[config.mk]
export PLATFORM = sky130hd
export DESIGN_NAME = mem_port_arbiter
export DESIGN_NICKNAME = d
export VERILOG_FILES = /design/src/rtl/mips_arb_pkg.sv /design/src/rtl/mem_port_arbiter.sv
export SDC_FILE = /design/constraint.sdc
export NUM_CORES = 1
export LEC_CHECK = 0
export ABC_CLOCK_PERIOD_IN_PS = 5400
export CAP_MARGIN = 20
export CORE_MARGIN = 3
export CORE_UTILIZATION = 40
export DETAILED_ROUTE_END_ITERATION = 7
export PLACE_DENSITY = 0.91
export SKIP_LAST_GASP = 1
export SYNTH_ARGS = -nofsm -noshare
export SYNTH_HDL_FRONTEND = slang
export SYNTH_SLANG_ARGS = --single-unit
[constraint.sdc]
create_clock -name clock -period 5.4 [get_ports clock]
set_input_delay 1.08 -clock clock [delete_from_list [all_inputs] [get_ports clock]]
set_output_delay 1.08 -clock clock [all_outputs]
set_load 0.005 [all_outputs]
[src/rtl/mips_arb_pkg.sv]
// Shared types and widths for the instruction/data memory port arbiter.
package mips_arb_pkg;

  localparam int ADDR_W = 10;
  localparam int DATA_W = 32;

  // Arbiter FSM encoding; also driven out on dbg_state.
  typedef enum logic [1:0] {
    ST_IDLE   = 2'd0,
    ST_ACCESS = 2'd1,
    ST_RESP   = 2'd2
  } arb_state_e;

  // Which requester owns the transaction in flight.
  typedef enum logic {
    OWN_IF = 1'b0,
    OWN_DM = 1'b1
  } arb_owner_e;

endpackage

[src/rtl/mem_port_arbiter.sv]
// Arbitrates a fetch port and a data port onto one single-port memory with
// fixed read latency. One transaction is in flight at a time.
//
// Handshake: a requester raises req with stable addr/we/wdata and holds them
// until it sees a one-cycle ack; stall = req & ~ack. A new request may start
// no earlier than the cycle after the ack. Each transaction occupies the
// memory for LATENCY+2 cycles after the grant cycle.
module mem_port_arbiter
  import mips_arb_pkg::*;
#(
  parameter int unsigned LATENCY      = 2,
  parameter int unsigned STARVE_LIMIT = 4
) (
  input  logic              clock,
  input  logic              reset,
  input  logic              ip_if_req,
  input  logic [ADDR_W-1:0] ip_if_addr,
  output logic [DATA_W-1:0] op_if_rdata,
  output logic              op_if_ack,
  output logic              op_if_stall,
  input  logic              ip_dm_req,
  input  logic              ip_dm_we,
  input  logic [ADDR_W-1:0] ip_dm_addr,
  input  logic [DATA_W-1:0] ip_dm_wdata,
  output logic [DATA_W-1:0] op_dm_rdata,
  output logic              op_dm_ack,
  output logic              op_dm_stall,
  output logic              op_mem_en,
  output logic              op_mem_we,
  output logic [ADDR_W-1:0] op_mem_addr,
  output logic [DATA_W-1:0] op_mem_wdata,
  input  logic [DATA_W-1:0] ip_mem_rdata,
  output logic [1:0]        dbg_state
);

  localparam logic [3:0] LAT4    = 4'(LATENCY);
  localparam logic [3:0] STARVE4 = 4'(STARVE_LIMIT);

  arb_state_e        state;
  arb_owner_e        owner;
  logic [3:0]        lat_cnt;
  logic [3:0]        starve_cnt;
  logic              wr_q;
  logic [DATA_W-1:0] rdata_q;
  logic              if_ack_q;
  logic              dm_ack_q;
  logic              any_req;
  logic              pick_if;

  // Owner selection: data has priority unless fetch has waited STARVE_LIMIT grants.
  always_comb begin
    any_req = ip_if_req | ip_dm_req;
    pick_if = ip_if_req & (~ip_dm_req | (starve_cnt == STARVE4));
  end

  // FSM, memory command registers, latency and starvation counters.
  always_ff @(posedge clock) begin
    if (reset) begin
      state        <= ST_IDLE;
      owner        <= OWN_IF;
      lat_cnt      <= '0;
      starve_cnt   <= '0;
      wr_q         <= 1'b0;
      rdata_q      <= '0;
      if_ack_q     <= 1'b0;
      dm_ack_q     <= 1'b0;
      op_mem_en    <= 1'b0;
      op_mem_we    <= 1'b0;
      op_mem_addr  <= '0;
      op_mem_wdata <= '0;
    end else begin
      // Command and acks are single-cycle pulses; idle value is all zeros.
      op_mem_en    <= 1'b0;
      op_mem_we    <= 1'b0;
      op_mem_addr  <= '0;
      op_mem_wdata <= '0;
      if_ack_q     <= 1'b0;
      dm_ack_q     <= 1'b0;
      unique case (state)
        ST_IDLE: begin
          rdata_q <= '0;
          if (any_req) begin
            state     <= ST_ACCESS;
            lat_cnt   <= LAT4;
            op_mem_en <= 1'b1;
            if (pick_if) begin
              owner       <= OWN_IF;
              wr_q        <= 1'b0;
              op_mem_addr <= ip_if_addr;
              starve_cnt  <= '0;
            end else begin
              owner        <= OWN_DM;
              wr_q         <= ip_dm_we;
              op_mem_we    <= ip_dm_we;
              op_mem_addr  <= ip_dm_addr;
              op_mem_wdata <= ip_dm_wdata;
              if (ip_if_req && (starve_cnt != STARVE4)) begin
                starve_cnt <= starve_cnt + 4'd1;
              end
            end
          end
        end
        ST_ACCESS: begin
          if (lat_cnt == 4'd0) begin
            // Read data is valid now; writes report zero.
            rdata_q <= wr_q ? '0 : ip_mem_rdata;
            state   <= ST_RESP;
            if (owner == OWN_IF) begin
              if_ack_q <= 1'b1;
            end else begin
              dm_ack_q <= 1'b1;
            end
          end else begin
            lat_cnt <= lat_cnt - 4'd1;
          end
        end
        ST_RESP: begin
          rdata_q <= '0;
          state   <= ST_IDLE;
        end
        default: begin
          state <= ST_IDLE;
        end
      endcase
    end
  end

  // Ack-qualified read data and requester stalls.
  always_comb begin
    op_if_ack   = if_ack_q;
    op_dm_ack   = dm_ack_q;
    op_if_rdata = if_ack_q ? rdata_q : '0;
    op_dm_rdata = dm_ack_q ? rdata_q : '0;
    op_if_stall = ip_if_req & ~if_ack_q;
    op_dm_stall = ip_dm_req & ~dm_ack_q;
    dbg_state   = state;
  end

endmodule
**Word-level counts from Yosys, hierarchy flattened**

Cells that the tools add are included.

- Register bits: 90
- Input port bits: 89
- Output and inout bits: 114
- Word-level logic and storage cells: 68

- Add/sub/neg operators: 2
- Equality and inequality tests: 7
- Multiplexer cells: 19
- Bitwise gates (word level): 12
- Reductions and logical operators: 16

Operators with widths:

| kind | number |
|---|---|
| $mux W32 | 4 |
| $pmux W32 S2 | 1 |
| $mux W4 | 4 |
| $mux W10 | 1 |
| $pmux W4 S2 | 1 |
| $not A1 Y1 | 7 |
| $ne A2 B2 Y1 const B | 3 |
| $reduce_and A2 Y1 | 3 |
| $reduce_and A3 Y1 | 2 |
| $reduce_bool A2 Y1 | 3 |
| $reduce_or A3 Y1 | 2 |
| $mux W1 | 5 |
| $add A4 B1 Y4 const B | 1 |
| $eq A4 B3 Y1 const B | 1 |
| $logic_not A4 Y1 | 1 |
| $mux W2 | 2 |
| $ne A4 B3 Y1 const B | 1 |
| $pmux W2 S2 | 1 |
| $reduce_or A2 Y1 | 2 |
| $reduce_or A4 Y1 | 1 |
| $sub A4 B1 Y4 const B | 1 |
| $and A1 B1 Y1 | 3 |
| $eq A2 B1 Y1 const B | 1 |
| $eq A2 B2 Y1 const B | 1 |
| 3 further kinds | 4 |

**Logic depth before layout (Yosys ltp)**

- Depth in word-level cells: 5
- Mapped depth: 7
- Gate-level depth less buffers: 6

**Least setup slack after synthesis**

OpenSTA, ideal clock, no wires.

- Kind: input-to-output
- Start: input port ip_dm_req
- End: output port op_dm_stall
- Arrival time: 1.493 ns
- Required time: 4.320 ns
- Slack: 2.827 ns
- Stages: 2
- Cells stage by stage: clkbuf_1 nor2b_1

- Word-level cells in the longest chain between the ends: 1

Ends and longest elaborated chain:

| item | RTL line | RTL |
|---|---|---|
| start: declaration | mem_port_arbiter.sv:21 | `input logic ip_dm_req,` |
| $and A1 B1 Y1 | mem_port_arbiter.sv:135 | `op_dm_stall = ip_dm_req & ~dm_ack_q;` |
| end: declaration | mem_port_arbiter.sv:27 | `output logic op_dm_stall,` |

Every way passes these cells.

**Worst setup path in the final report**

Same ends and word-level chain as after synthesis.

==> impl_metrics.env <==
export IMPL_outcome="complete, no violations"
export IMPL_dieArea_um2=9600
export IMPL_ir_worst_vdd_v=0.000203
export IMPL_routed_via_density=4.83
export IMPL_grt_first_pass_wirelength_um=15800
export IMPL_nets=614
export IMPL_min_path_type="reg2reg"
export IMPL_post_route_period_util=0.656
export IMPL_ant_nets=0
export IMPL_die_h_um=98.0
export IMPL_synth_seq_cells=90
export IMPL_synth_nets=417
export IMPL_clkTransAtPathRegs_ns=0.10
export IMPL_utilization=0.709
export IMPL_die_w_um=98.0
export IMPL_grt_overflow_total=0
export IMPL_dp_final_hpwl_um=7430
export IMPL_finalWirelength_um=9750
export IMPL_ys_flop_type="dfxtp_1"
export IMPL_dr_first_iter_drc_count=78
export IMPL_fmax_mhz=282
export IMPL_slew_headroom=0.385
export IMPL_cts_tree="built"
export IMPL_yosys_area_top_type="dfxtp_1"
export IMPL_fin_setup_tns_ns=0
export IMPL_finClkSkew_ns=0.0154
export IMPL_start_kind="input pin"
export IMPL_grt_pass1_vias=3130
export IMPL_core_area_um2=7970
export IMPL_cts_buffers=9
export IMPL_grt_antenna_before_repair=0
export IMPL_fp_row_count=32
export IMPL_gp_congestion=0.845
export IMPL_cts_sinks=90
export IMPL_postCtsHoldBufs=0
export IMPL_r2r_start="lat_cnt[0]$_SDFFE_PP0P_"
export IMPL_synthDominantCellAreaShare=0.532
export IMPL_async_reset_ff_frac=0
export IMPL_multi_input_area_um2=1450
export IMPL_grt_usage=0.205
export IMPL_cts_max_level=3
export IMPL_start_util=0.425
export IMPL_finalCriticalPeriod_ns=3.54
export IMPL_io_buffer_count=202
export IMPL_cts_buffer_depth=2
export IMPL_fillers=566
export IMPL_rsz0062_at_grt="false"
export IMPL_setup_viol=0
export IMPL_leakage_nw=2.20
export IMPL_diodes=0
export IMPL_post_cts_buffers=0
export IMPL_ys_seq_area_frac=0.532
export IMPL_drv_slew=0
export IMPL_arrival_ns=2.46
export IMPL_clock_latency_ns=0.36
export IMPL_worst_pin_slew_ns=0.922
export IMPL_critPathCapture="op_dm_stall"
export IMPL_cp_max_fo=11
export IMPL_via_count=3032
export IMPL_cts_resized=0
export IMPL_cts_root_buf="clkbuf_8"
export IMPL_hold_violations=0
export IMPL_drive_gt1_frac=0.105
export IMPL_power_density_nw_per_um2=251
export IMPL_worst_r2r_path_depth=6
export IMPL_drt_wirelength_per_cell_um=15.5
export IMPL_r2r_end="rdata_q[26]$_SDFFE_PP0P_"
export IMPL_netlist_cell_type_count=34
export IMPL_r2r_setup_slack_ns=3.32
export IMPL_syn_cell_area_um2=3380
export IMPL_firstDrtPassIters=4
export IMPL_syn_to_final_growth_pct=66.8
export IMPL_synth_edf_count=0
export IMPL_syn_avg_cell_area_um2=10.4
export IMPL_crit_type="in2out"
export IMPL_seq_area_um2=1800
export IMPL_ys_warn_count=0
export IMPL_startpoint="ip_dm_req"
export IMPL_synth_area_top_cells="dfxtp_1 (53%), and2_1 (18%), a22o_2 (9.2%), mux2i_1 (3.0%), nor2_1 (2.0%)"
export IMPL_netlist_instances=324
export IMPL_end_kind="output pin"
export IMPL_drc=0
export IMPL_grt_max_degree=35
export IMPL_cp_required_ns=4.32
export IMPL_io_pins=203
export IMPL_maxCapViolCount=0
## report_power, final
part	leakage, nW	switching [mW]	internal [mW]
Combinational	1.37	0.0871	0.149
Clock	0.0973	0.265	0.182
Sequential	0.734	0.0287	0.708
## cell usage in the layout, fill, tap and decap left out, types with 2 or more instances in the layout
cell	netlist	routed
o21ai_0	3	3
a21oi_1	5	5
nand3_1	4	4
nor2_1	18	17
clkbuf_8	0	9
nand4_1	3	3
ha_1	4	4
xor2_1	2	2
o21a_1	2	2
mux2i_1	10	10
inv_8	0	4
inv_1	7	7
dfxtp_1	90	90
nand2_1	5	5
clkinv_4	0	2
clkdlybuf4s50_1	0	202
buf_4	0	3
a22o_2	31	31
nor3_1	3	3
and2_1	99	99
nor2b_1	4	4
## how the worst min path moves through the flow
| stage | startpoint | endpoint | slack (ns) | cells after the start |
|---|---|---|---|---|
| global route | owner$_SDFFE_PP0N_ | op_if_ack$_SDFF_PP0_ | 0.46 | 1 |
| finish | owner$_SDFFE_PP0N_ | op_if_ack$_SDFF_PP0_ | 0.43 | 1 |
| detailed placement | owner$_SDFFE_PP0N_ | op_if_ack$_SDFF_PP0_ | 0.42 | 1 |
| global placement | owner$_SDFFE_PP0N_ | op_if_ack$_SDFF_PP0_ | 0.42 | 1 |
| CTS | owner$_SDFFE_PP0N_ | op_if_ack$_SDFF_PP0_ | 0.43 | 1 |
| floorplan | owner$_SDFFE_PP0N_ | op_if_ack$_SDFF_PP0_ | 0.41 | 1 |
## worst max-delay path, stage by stage
cell	delay [ns]
clkdlybuf4s50_1	0.68
nor2b_1	0.18
clkdlybuf4s50_1	0.52
## registers in the layout, summed over array words and instances (netlist names)
signal        flops
op_dm_ack         1
op_mem_en         1
op_mem_wdata     32
op_mem_addr      10
op_if_ack         1
lat_cnt           4
dbg_state         2
wr_q              1
owner             1
rdata_q          32
op_mem_we         1
starve_cnt        4
## synthesized netlist by cell type, drive strengths merged, types with 2 or more instances
cell type and number:
ha 4, a21oi 5, and2 99, mux2i 10, nand3 4, o21a 2
nor3 3, a22o 32, inv 7, buf 4, nand4 3, dfxtp 90
o21ai 3, nor2b 4, xor2 2, nor2 19, nand2 5, clkbuf 15
## metal layers
metal	global-route usage	wire [um]
met3	0.0814	1050
met4	0.0735	170
met5	0	0
met2	0.371	4940
met1	0.214	3590
## cells by family after synthesis
logic type,Yosys count,synth area share
flops,90,0.532
xor+xnor,2,0.00518
compound gates,47,0.122
mux,10,0.0296
fa+ha+maj,4,0.0148
buf+inv,26,0.0392
simple gates,145,0.257
## metrics by stage
step,instances,area (um^2),hold slack [ns],power [mW],setup WS [ns]
global route,628,5650,0.459,1.49,1.78
finish,628,5650,0.435,1.42,1.86
CTS,628,5650,0.432,1.44,1.85
detailed placement,612,5450,0.425,0.989,1.86
floorplan,324,3380,0.407,0.845,2.83
global placement,612,5450,0.417,0.979,1.87
## layout make-up
cell class | instances | area share
clock inverter | 7 | 0.0124
timing repair buffer | 205 | 0.362
inverter | 7 | 0.00465
tap | 102 | 0.0226
clock buffer | 9 | 0.0219
sequential | 90 | 0.319
multi-input combinational | 208 | 0.257
Note: power is estimated with default switching activity, not from simulation.
